[src/rtl/rx_jitter_buffer.sv]
// Receive-side audio elastic buffer: circular FIFO with prefill gating and a DAC output register.
// Optional build macro RX_JB_HOLD_LAST_EN: filler sample repeats the last popped word instead of silence.
module rx_jitter_buffer #(
  parameter int DEPTH_LOG2 = 6,
  parameter int PREFILL    = 16
) (
  input  logic                  clk,
  input  logic                  rst_n,
  input  logic [15:0]           in_data,
  input  logic                  in_valid,
  output logic                  in_ready,
  input  logic                  flush,
  output logic [15:0]           dac_data,
  output logic                  dac_valid,
  input  logic                  dac_ready,
  output logic [DEPTH_LOG2:0]   level,
  output logic                  playing,
  output logic [15:0]           overrun_cnt,
  output logic [15:0]           underrun_cnt
);

  localparam int DEPTH = 1 << DEPTH_LOG2;
  localparam int PW    = DEPTH_LOG2 + 1;
  localparam logic [PW-1:0] PREFILL_L = PW'(PREFILL);
  localparam logic [PW-1:0] DEPTH_L   = PW'(DEPTH);

  typedef enum logic {
    ST_FILL = 1'b0,
    ST_PLAY = 1'b1
  } state_e;

  state_e              state_q, state_d;
  logic [PW-1:0]       wptr_q, wptr_d;
  logic [PW-1:0]       rptr_q, rptr_d;
  logic [PW-1:0]       level_q, level_d;
  logic                in_ready_q, in_ready_d;
  logic [15:0]         dac_data_q, dac_data_d;
  logic                dac_valid_q, dac_valid_d;
  logic [15:0]         ovr_q, ovr_d;
  logic [15:0]         und_q, und_d;
  logic [15:0]         mem_q [DEPTH];

  logic                full;
  logic                hs;
  logic                pop;
  logic                wr;
  logic                drop;
  logic                underrun;
  logic [15:0]         head;
  logic [15:0]         filler;

`ifdef RX_JB_HOLD_LAST_EN
  logic [15:0]         last_q, last_d;

  assign filler = last_q;

  always_comb begin
    last_d = last_q;
    if (flush) begin
      last_d = '0;
    end else if (pop) begin
      last_d = head;
    end
  end

  always_ff @(posedge clk or negedge rst_n) begin
    if (!rst_n) begin
      last_q <= '0;
    end else begin
      last_q <= last_d;
    end
  end
`else
  assign filler = '0;
`endif

  // level_q always equals wptr_q - rptr_q, so it doubles as the empty test for pops.
  always_comb begin
    full     = (wptr_q[PW-1] != rptr_q[PW-1]) &&
               (wptr_q[PW-2:0] == rptr_q[PW-2:0]);
    hs       = dac_valid_q && dac_ready;
    pop      = hs && (state_q == ST_PLAY) && (level_q != '0);
    underrun = hs && (state_q == ST_PLAY) && (level_q == '0);
    wr       = in_valid && !full && !flush;
    drop     = in_valid && full && !flush;
    head     = mem_q[rptr_q[PW-2:0]];
  end

  always_comb begin
    wptr_d = wptr_q;
    rptr_d = rptr_q;
    if (flush) begin
      wptr_d = '0;
      rptr_d = '0;
    end else begin
      if (wr) begin
        wptr_d = wptr_q + 1'b1;
      end
      if (pop) begin
        rptr_d = rptr_q + 1'b1;
      end
    end
    level_d    = wptr_d - rptr_d;
    in_ready_d = (level_d != DEPTH_L);
  end

  always_comb begin
    state_d = state_q;
    if (flush) begin
      state_d = ST_FILL;
    end else begin
      case (state_q)
        ST_FILL: if (level_q >= PREFILL_L) state_d = ST_PLAY;
        ST_PLAY: if (underrun)             state_d = ST_FILL;
        default:                           state_d = ST_FILL;
      endcase
    end
  end

  always_comb begin
    dac_valid_d = 1'b1;
    dac_data_d  = dac_data_q;
    if (hs) begin
      dac_data_d = pop ? head : filler;
    end
    ovr_d = ovr_q;
    if (drop && (ovr_q != '1)) begin
      ovr_d = ovr_q + 1'b1;
    end
    und_d = und_q;
    if (underrun && (und_q != '1)) begin
      und_d = und_q + 1'b1;
    end
  end

  always_ff @(posedge clk or negedge rst_n) begin
    if (!rst_n) begin
      state_q     <= ST_FILL;
      wptr_q      <= '0;
      rptr_q      <= '0;
      level_q     <= '0;
      in_ready_q  <= 1'b0;
      dac_data_q  <= '0;
      dac_valid_q <= 1'b0;
      ovr_q       <= '0;
      und_q       <= '0;
    end else begin
      state_q     <= state_d;
      wptr_q      <= wptr_d;
      rptr_q      <= rptr_d;
      level_q     <= level_d;
      in_ready_q  <= in_ready_d;
      dac_data_q  <= dac_data_d;
      dac_valid_q <= dac_valid_d;
      ovr_q       <= ovr_d;
      und_q       <= und_d;
    end
  end

  // Storage needs no reset: contents are only reachable through the reset pointers.
  always_ff @(posedge clk) begin
    if (wr) begin
      mem_q[wptr_q[PW-2:0]] <= in_data;
    end
  end

  assign in_ready     = in_ready_q;
  assign dac_data     = dac_data_q;
  assign dac_valid    = dac_valid_q;
  assign level        = level_q;
  assign playing      = (state_q == ST_PLAY);
  assign overrun_cnt  = ovr_q;
  assign underrun_cnt = und_q;

endmodule
[config.mk]
export PLATFORM = sky130hd
export DESIGN_NAME = rx_jitter_buffer
export DESIGN_NICKNAME = d
export VERILOG_FILES = /design/src/rtl/rx_jitter_buffer.sv
export SDC_FILE = /design/constraint.sdc
export NUM_CORES = 1
export LEC_CHECK = 0
export CAP_MARGIN = 20
export CORE_MARGIN = 2
export CORE_UTILIZATION = 41
export DETAILED_ROUTE_END_ITERATION = 10
export GPL_TIMING_DRIVEN = 1
export PLACE_DENSITY_LB_ADDON = 0.3
export REMOVE_ABC_BUFFERS = 1
export SYNTH_ARGS = -nofsm -noshare
export SYNTH_HDL_FRONTEND = slang
export SYNTH_SLANG_ARGS = --single-unit
[constraint.sdc]
create_clock -name clk -period 5.7 [get_ports clk]
set_input_delay 1.71 -clock clk [delete_from_list [all_inputs] [get_ports clk]]
set_output_delay 1.71 -clock clk [all_outputs]
set_load 0.05 [all_outputs]
==> metrics.md, run 1 <==
| Metric | Value |
|---|---|
| Clock Sinks | 1096 |
| Clk pin slew, worst setup/hold paths | 60 ps |
| WHS | 482 ps |
| Min cycle time layout | 4640 ps |
| Pins Over Slew Limit | 0 |
| Power Total | 16.5 mW |
| First-pass GRT wire length | 147000 um |
| FMAX | 216 MHz |
| Status | complete, no violations |
| Leakage Power | 15.2 nW |
| Place WS | 481 ps |
| Post-layout util | 47.4% |
| WHS Path Cells | 2 |
| Syn Inst Count | 2140 |
| HPWL Detailed | 59000 um |
| IO buf count | 78 |
| Top_reg_cell synth | edfxtp_1 |
| Vias in the first global route | 21700 |
| Met1 GRT Util | 25.6% |
| Share of layout cells above drive strength 1 | 22.0% |
| Crit. End Element | flip-flop |
| Min setup slack post-route | 1060 ps |
| Via density | 5.61 |
| Reg2Reg Depth | 13 |
| Top post-synthesis cells by area | edfxtp_1 71%, mux4_2 11%, dfrtp_1 4.2% |
| RSZ-0062 raised after global routing | no |
| FF-to-FF setup slack | 1740 ps |
| CTS tree | yes |
| Post-synth top area cell | edfxtp_1 |
| Met2 GRT Util | 30.5% |
| Setup crit start kind | input port |
| Critical Path Start | flush |
| Skew final | 23.4 ps |
| Async set-reset flop share out of synthesis | 6.57% |
| Crit path to | in_ready$_DFF_PN0_ |
| Core area | 104000 sq um |
| Final setup viols | 0 |
| Hold Buf Count CTS | 0 |
| Initial antenna violation count | 5 |
| Overall global routing resource usage | 18.5% |
| Synthesized area | 43100 sq um |
| Crit path required time | 6230 ps |
| Post-Layout Cell Count | 3785 |
| R2r startpoint | rptr_q[1]$_DFF_PN0_ |
| Worst Tran Pin Value | 974 ps |
| Final #Nets | 2347 |
| Drt first pass iters | 6 |
| Die footprint | 108000 sq um |
| Num rows | 118 |
| Routability cong. | 0.851 |
| Setup TNS | 0 ps |
| Period utilisation layout | 81.3% |
| Sequential share of the synthesized area | 75.6% |
| Final Hold Vio Count | 0 |
| Grt ovf | 0 |
| Library cells used by synthesis | 63 |
| Area Growth Syn to Fin | 14.3% |
| Deepest clock path buffer count | 3 |
| DRT iter0 DRCs | 2137 |
| Total of max-cap violations | 0 |
| CTS Buf Count | 105 |
| Min-Delay Path Class | flip-flop to flip-flop |
| Die width | 328 um |
| Max-slew headroom | 35.0% |
| Worst vdd ir | 0.247 mV |
| Crit path max fanout | 10 |
| Fin area | 49200 sq um |
| Post-CTS Setup Bufs | 0 |
| Antenna Cells | 0 |
| Clk root buf | clkbuf_16 |
| Post-CTS Resized | 0 |
| GRT Max-Usage Layer | met2 |
| Top-count cell post-synth | edfxtp_1 |
| Vias | 21200 |
| Post-route ant nets | 0 |
| Met3 Usage GRT | 2.61% |
| Reg2reg end | in_ready$_DFF_PN0_ |
| Worst skew pair latency | 660 ps |
| Top cell type's share of synthesized area | 71.4% |
| P per Cell Area | 335 nW/um^2 |
| Synthesis-stage register bit count | 1096 |
| Commonest cells post-synth | 1024 x edfxtp_1, 208 x mux4_2, 164 x mux2i_1 |
| Largest net degree at the start of global routing | 109 |
| Avg Synthesized Cell Area | 20.1 sq um |
| Routed WL | 98900 um |
| Dpl cell area | 45700 sq um |
| Post-synth EDFFs | 1024 |
| I/O pin count | 79 |
| Inst Count DP | 3588 |
| H-tree lvl count | 3 |
| YS warnings | 0 |
| Post-route DRC | 0 |
| DIE HEIGHT | 328 um |
| Crit path DAT | 5160 ps |
| Critical path class | input port to flip-flop |
| DR WL/cell | 26.1 um |
| Initial Utilization | 41.5% |
[power breakdown]
part / switching, mW / internal [mW] / total [mW]
sequential: 0.0438 / 8.83 / 8.88
combinational: 0.391 / 0.166 / 0.557
clock: 2.91 / 4.13 / 7.04
[worst max-delay path: stages]
cell	delay (ps)
clkdlybuf4s50_1	430
inv_1	130
nand2_1	230
a211oi_1	320
buf_4	190
nand3_1	70
buf_4	210
o21a_1	200
o21a_1	200
ha_1	360
nor2_1	90
a221oi_1	300
o311ai_0	240
nor4b_1	340
o21ai_0	140
[layout make-up]
type                    instances  area, sq um
multi-input cells             918         9840
clock inverters                68          674
repair buffers                183         1540
well taps                    1380         1730
fillers                      8434        54600
inverters                      11         41.3
clock buffers                 129         2840
flip-flops and latches       1096        32600
[flip-flops by register name, indices dropped and copies added (netlist names)]
signal and cells:
in_ready 1, dac_data 16, level 7, mem_q 1024, underrun_cnt 16, playing 1
rptr_q 7, dac_valid 1, wptr_q 7, overrun_cnt 16
[worst min path at each step]
stage          slack (ps)                        from                    endpoint
3_3_place_gp          470    dac_data[10]$_DFFE_PN0N_    dac_data[10]$_DFFE_PN0N_
2_1_floorplan         550         wptr_q[6]$_DFF_PN0_         wptr_q[6]$_DFF_PN0_
4_1_cts               490     dac_data[3]$_DFFE_PN0N_     dac_data[3]$_DFFE_PN0N_
5_1_grt               510  overrun_cnt[6]$_DFFE_PN0P_  overrun_cnt[6]$_DFFE_PN0P_
3_5_place_dp          470     dac_data[3]$_DFFE_PN0N_     dac_data[3]$_DFFE_PN0N_
6_report              480     dac_data[3]$_DFFE_PN0N_     dac_data[3]$_DFFE_PN0N_
[layout by cell type, fill, tap and decap left out, types with 6 or more instances in the layout]
| cell | instances |
|---|---|
| mux2_2 | 10 |
| o21a_1 | 7 |
| nand3_1 | 55 |
| ha_1 | 10 |
| and3_1 | 6 |
| edfxtp_1 | 1024 |
| buf_4 | 102 |
| and2_1 | 6 |
| nor2_1 | 92 |
| bufinv_16 | 13 |
| dfrtp_1 | 68 |
| inv_1 | 11 |
| clkinvlp_4 | 7 |
| clkbuf_16 | 109 |
| a211oi_1 | 7 |
| a22oi_1 | 63 |
| clkbuf_1 | 16 |
| nor2b_1 | 17 |
| clkinv_1 | 19 |
| nand2_1 | 56 |
| clkdlybuf4s50_1 | 61 |
| xnor2_1 | 26 |
| o21ai_0 | 24 |
| clkinv_2 | 24 |
| nor3_1 | 6 |
| mux2i_1 | 164 |
| o22ai_1 | 20 |
| nand4_1 | 16 |
| or2_2 | 9 |
| mux4_2 | 208 |
| buf_2 | 16 |
| a21oi_1 | 21 |
| xor2_1 | 22 |
[metal layers]
| metal | vias to the layer above | wire length (um) |
|---|---|---|
| met5 | - | 13 |
| met4 | 2 | 2370 |
| met3 | 126 | 6170 |
| met2 | 753 | 48800 |
| met1 | 11300 | 41500 |
| li1 | 9096 | - |
[kinds of logic after synthesis]
logic type / share of synthesized area [%]
other: 0.00871
multiplexers: 15.3
adder cells (fa/ha/maj): 0.337
AND/OR/NAND/NOR: 3.37
XOR/XNOR: 1.03
AO/OA/AOI/OAI: 2.83
flip-flops: 75.6
buffers and inverters: 1.57
Power figures use the tool's default switching activity.
==> run 2: changes to the inputs <==
==> constraint.sdc (replaced) <==
create_clock -name clk -period 3.9 [get_ports clk]
set_input_delay 1.17 -clock clk [delete_from_list [all_inputs] [get_ports clk]]
set_output_delay 1.17 -clock clk [all_outputs]
set_load 0.05 [all_outputs]
==> metrics.md, run 2 (synthesis results as in run 1) <==
| Metric | Value |
|---|---|
| Leakage Power | 15.5 nW |
| Overall global routing resource usage | 18.7% |
| Largest stage delay, worst path | 450 ps |
| Clock Sinks | 1096 |
| Max FFs per register | 1024 |
| Routed WL | 100000 um |
| Post-CTS Resized | 0 |
| First-pass GRT wire length | 148000 um |
| DIE HEIGHT | 328 um |
| Crit. End Element | flip-flop |
| IO buf count | 78 |
| Post-route ant nets | 0 |
| RSZ-0062 raised after global routing | no |
| Net Sw Frac | 20.5% |
| CTS tree | yes |
| Die width | 328 um |
| Deepest clock path buffer count | 3 |
| Vias in the first global route | 21800 |
| Drt first pass iters | 5 |
| DR WL/cell | 26.1 um |
| Crit path top cell by count | o21a_1 |
| Period utilisation layout | 94.7% |
| H-tree lvl count | 3 |
| Share of layout cells above drive strength 1 | 23.5% |
| Num rows | 118 |
| Worst vdd ir | 0.344 mV |
| Commonest non-fill, non-tap cell in the layout | edfxtp_1 |
| Largest net degree at the start of global routing | 111 |
| Hold Buf Count CTS | 0 |
| Fillers | 8425 |
| Min-Delay Path Class | flip-flop to flip-flop |
| FMAX | 271 MHz |
| Crit path DAT | 4230 ps |
| Antenna Cells | 0 |
| Worst skew pair latency | 680 ps |
| R2r startpoint | wptr_q[1]$_DFF_PN0_ |
| Clock power frac | 42.9% |
| Critical path class | input port to flip-flop |
| Final Hold Vio Count | 0 |
| Final setup viols | 0 |
| WHS | 495 ps |
| Slowest CP cell | clkdlybuf4s50_1 |
| Sequential power share | 53.6% |
| Status | complete, no violations |
| CP Cell Sequence | clkdlybuf4s50_1 > inv_1 > nand2_1 > a211oi_1 > buf_4 > nand3_1 > o21a_1 > o21a_1 > ha_1 > nor2_1 > a221oi_1 > o311ai_0 > nor4b_1 > o21ai_0 |
| I/O pin count | 79 |
| Crit path required time | 4430 ps |
| CTS Buf Count | 106 |
| Pins Over Slew Limit | 0 |
| Min cycle time layout | 3690 ps |
| Via density | 5.53 |
| Skew final | 25.4 ps |
| Setup crit start kind | input port |
| Die footprint | 108000 sq um |
| Total of max-cap violations | 0 |
| Clk pin slew, worst setup/hold paths | 60 ps |
| Routability cong. | 0.870 |
| Cell Int Power | 19.2 mW |
| Combinational power share | 3.5% |
| Initial Utilization | 41.5% |
| Core area | 104000 sq um |
| Clk root buf | clkbuf_16 |
| Grt ovf | 0 |
| Post-route DRC | 0 |
| Max-slew headroom | 36.5% |
| HPWL Detailed | 59600 um |
| Sw power | 4.97 mW |
| Area Growth Syn to Fin | 15.6% |
| Power Total | 24.2 mW |
| Initial antenna violation count | 5 |
| Worst Tran Pin Value | 951 ps |
| Hold_sp | dac_data[15]$_DFFE_PN0N_ |
| Final #Nets | 2401 |
| Vias | 21200 |
| Commonest non-fill, non-tap cells in the layout | 1024 x edfxtp_1, 208 x mux4_2, 164 x mux2i_1 |
| DRT iter0 DRCs | 2249 |
| Crit path max fanout | 4 |
| P per Cell Area | 486 nW/um^2 |
| Post-CTS Setup Bufs | 0 |
| Critical Path Start | flush |
run 2: path summary, 6_finish.rpt:
path / endpoint / slack (ps) / cells past startpoint
worst min-delay path: dac_data[15]$_DFFE_PN0N_ / 500 / 2
worst min register to register: dac_data[15]$_DFFE_PN0N_ / 500 / 2
worst max register to register: in_ready$_DFF_PN0_ / 220 / 14
min in group asynchronous: underrun_cnt[10]$_DFFE_PN0P_ / 650 / 1
worst max-delay path: in_ready$_DFF_PN0_ / 210 / 14
max in group asynchronous: rptr_q[1]$_DFF_PN0_ / 2550 / 1
run 2: per-layer routing:
| layer | share of wire, % | vias to the layer above | GRT usage, % | wire length [um] |
|---|---|---|---|---|
| met5 | 0.013 | - | 0 | 13 |
| met4 | 2.1 | 2 | 4.66 | 2050 |
| met3 | 5.7 | 130 | 2.81 | 5660 |
| met2 | 50 | 642 | 31.3 | 49700 |
| met1 | 43 | 11200 | 25.7 | 42500 |
| li1 | - | 9210 | - | - |
run 2: final cells by class:
type / count / area (sq um) / share of cell area, %
Timing Repair Buffer: 236 / 2070 / 4.16
Sequential cell: 1096 / 32600 / 65.4
Clock buffer: 119 / 2700 / 5.43
Clock inverter: 74 / 818 / 1.64
Multi-Input combinational cell: 918 / 9840 / 19.8
Tap cell: 1380 / 1730 / 3.47
Inverter: 11 / 41.3 / 0.0830
run 2: critical path, delay by kind of cell:
kind | cells | cell delay (ps)
adders and majority gates | 1 | 350
and+or+nand+nor | 4 | 610
AOI/OAI and AO/OA | 6 | 1390
buffers and inverters | 3 | 710
run 2: power groups by stage:
stage	sequential [mW]	combinational (mW)	clock, mW
2_1_floorplan	13.4	0.261	0
3_3_place_gp	13.2	0.833	0
3_5_place_dp	13.2	0.857	0
4_1_cts	13.0	0.857	10.6
5_1_grt	13.0	0.917	11.0
6_report	13.0	0.853	10.4
run 2: metrics by stage:
stage	TNS, ps	instances	instance area (sq um)	utilization, %	worst slack [ps]
4_1_cts	0	3829	49700	47.9	306
5_1_grt	0	3834	49800	47.9	5.59
6_report	0	3834	49800	47.9	206
2_1_floorplan	-4822930	2025	42400	-	-5810
3_3_place_gp	-838	3636	46100	44.5	-371
3_5_place_dp	-1110	3636	46100	44.5	-415
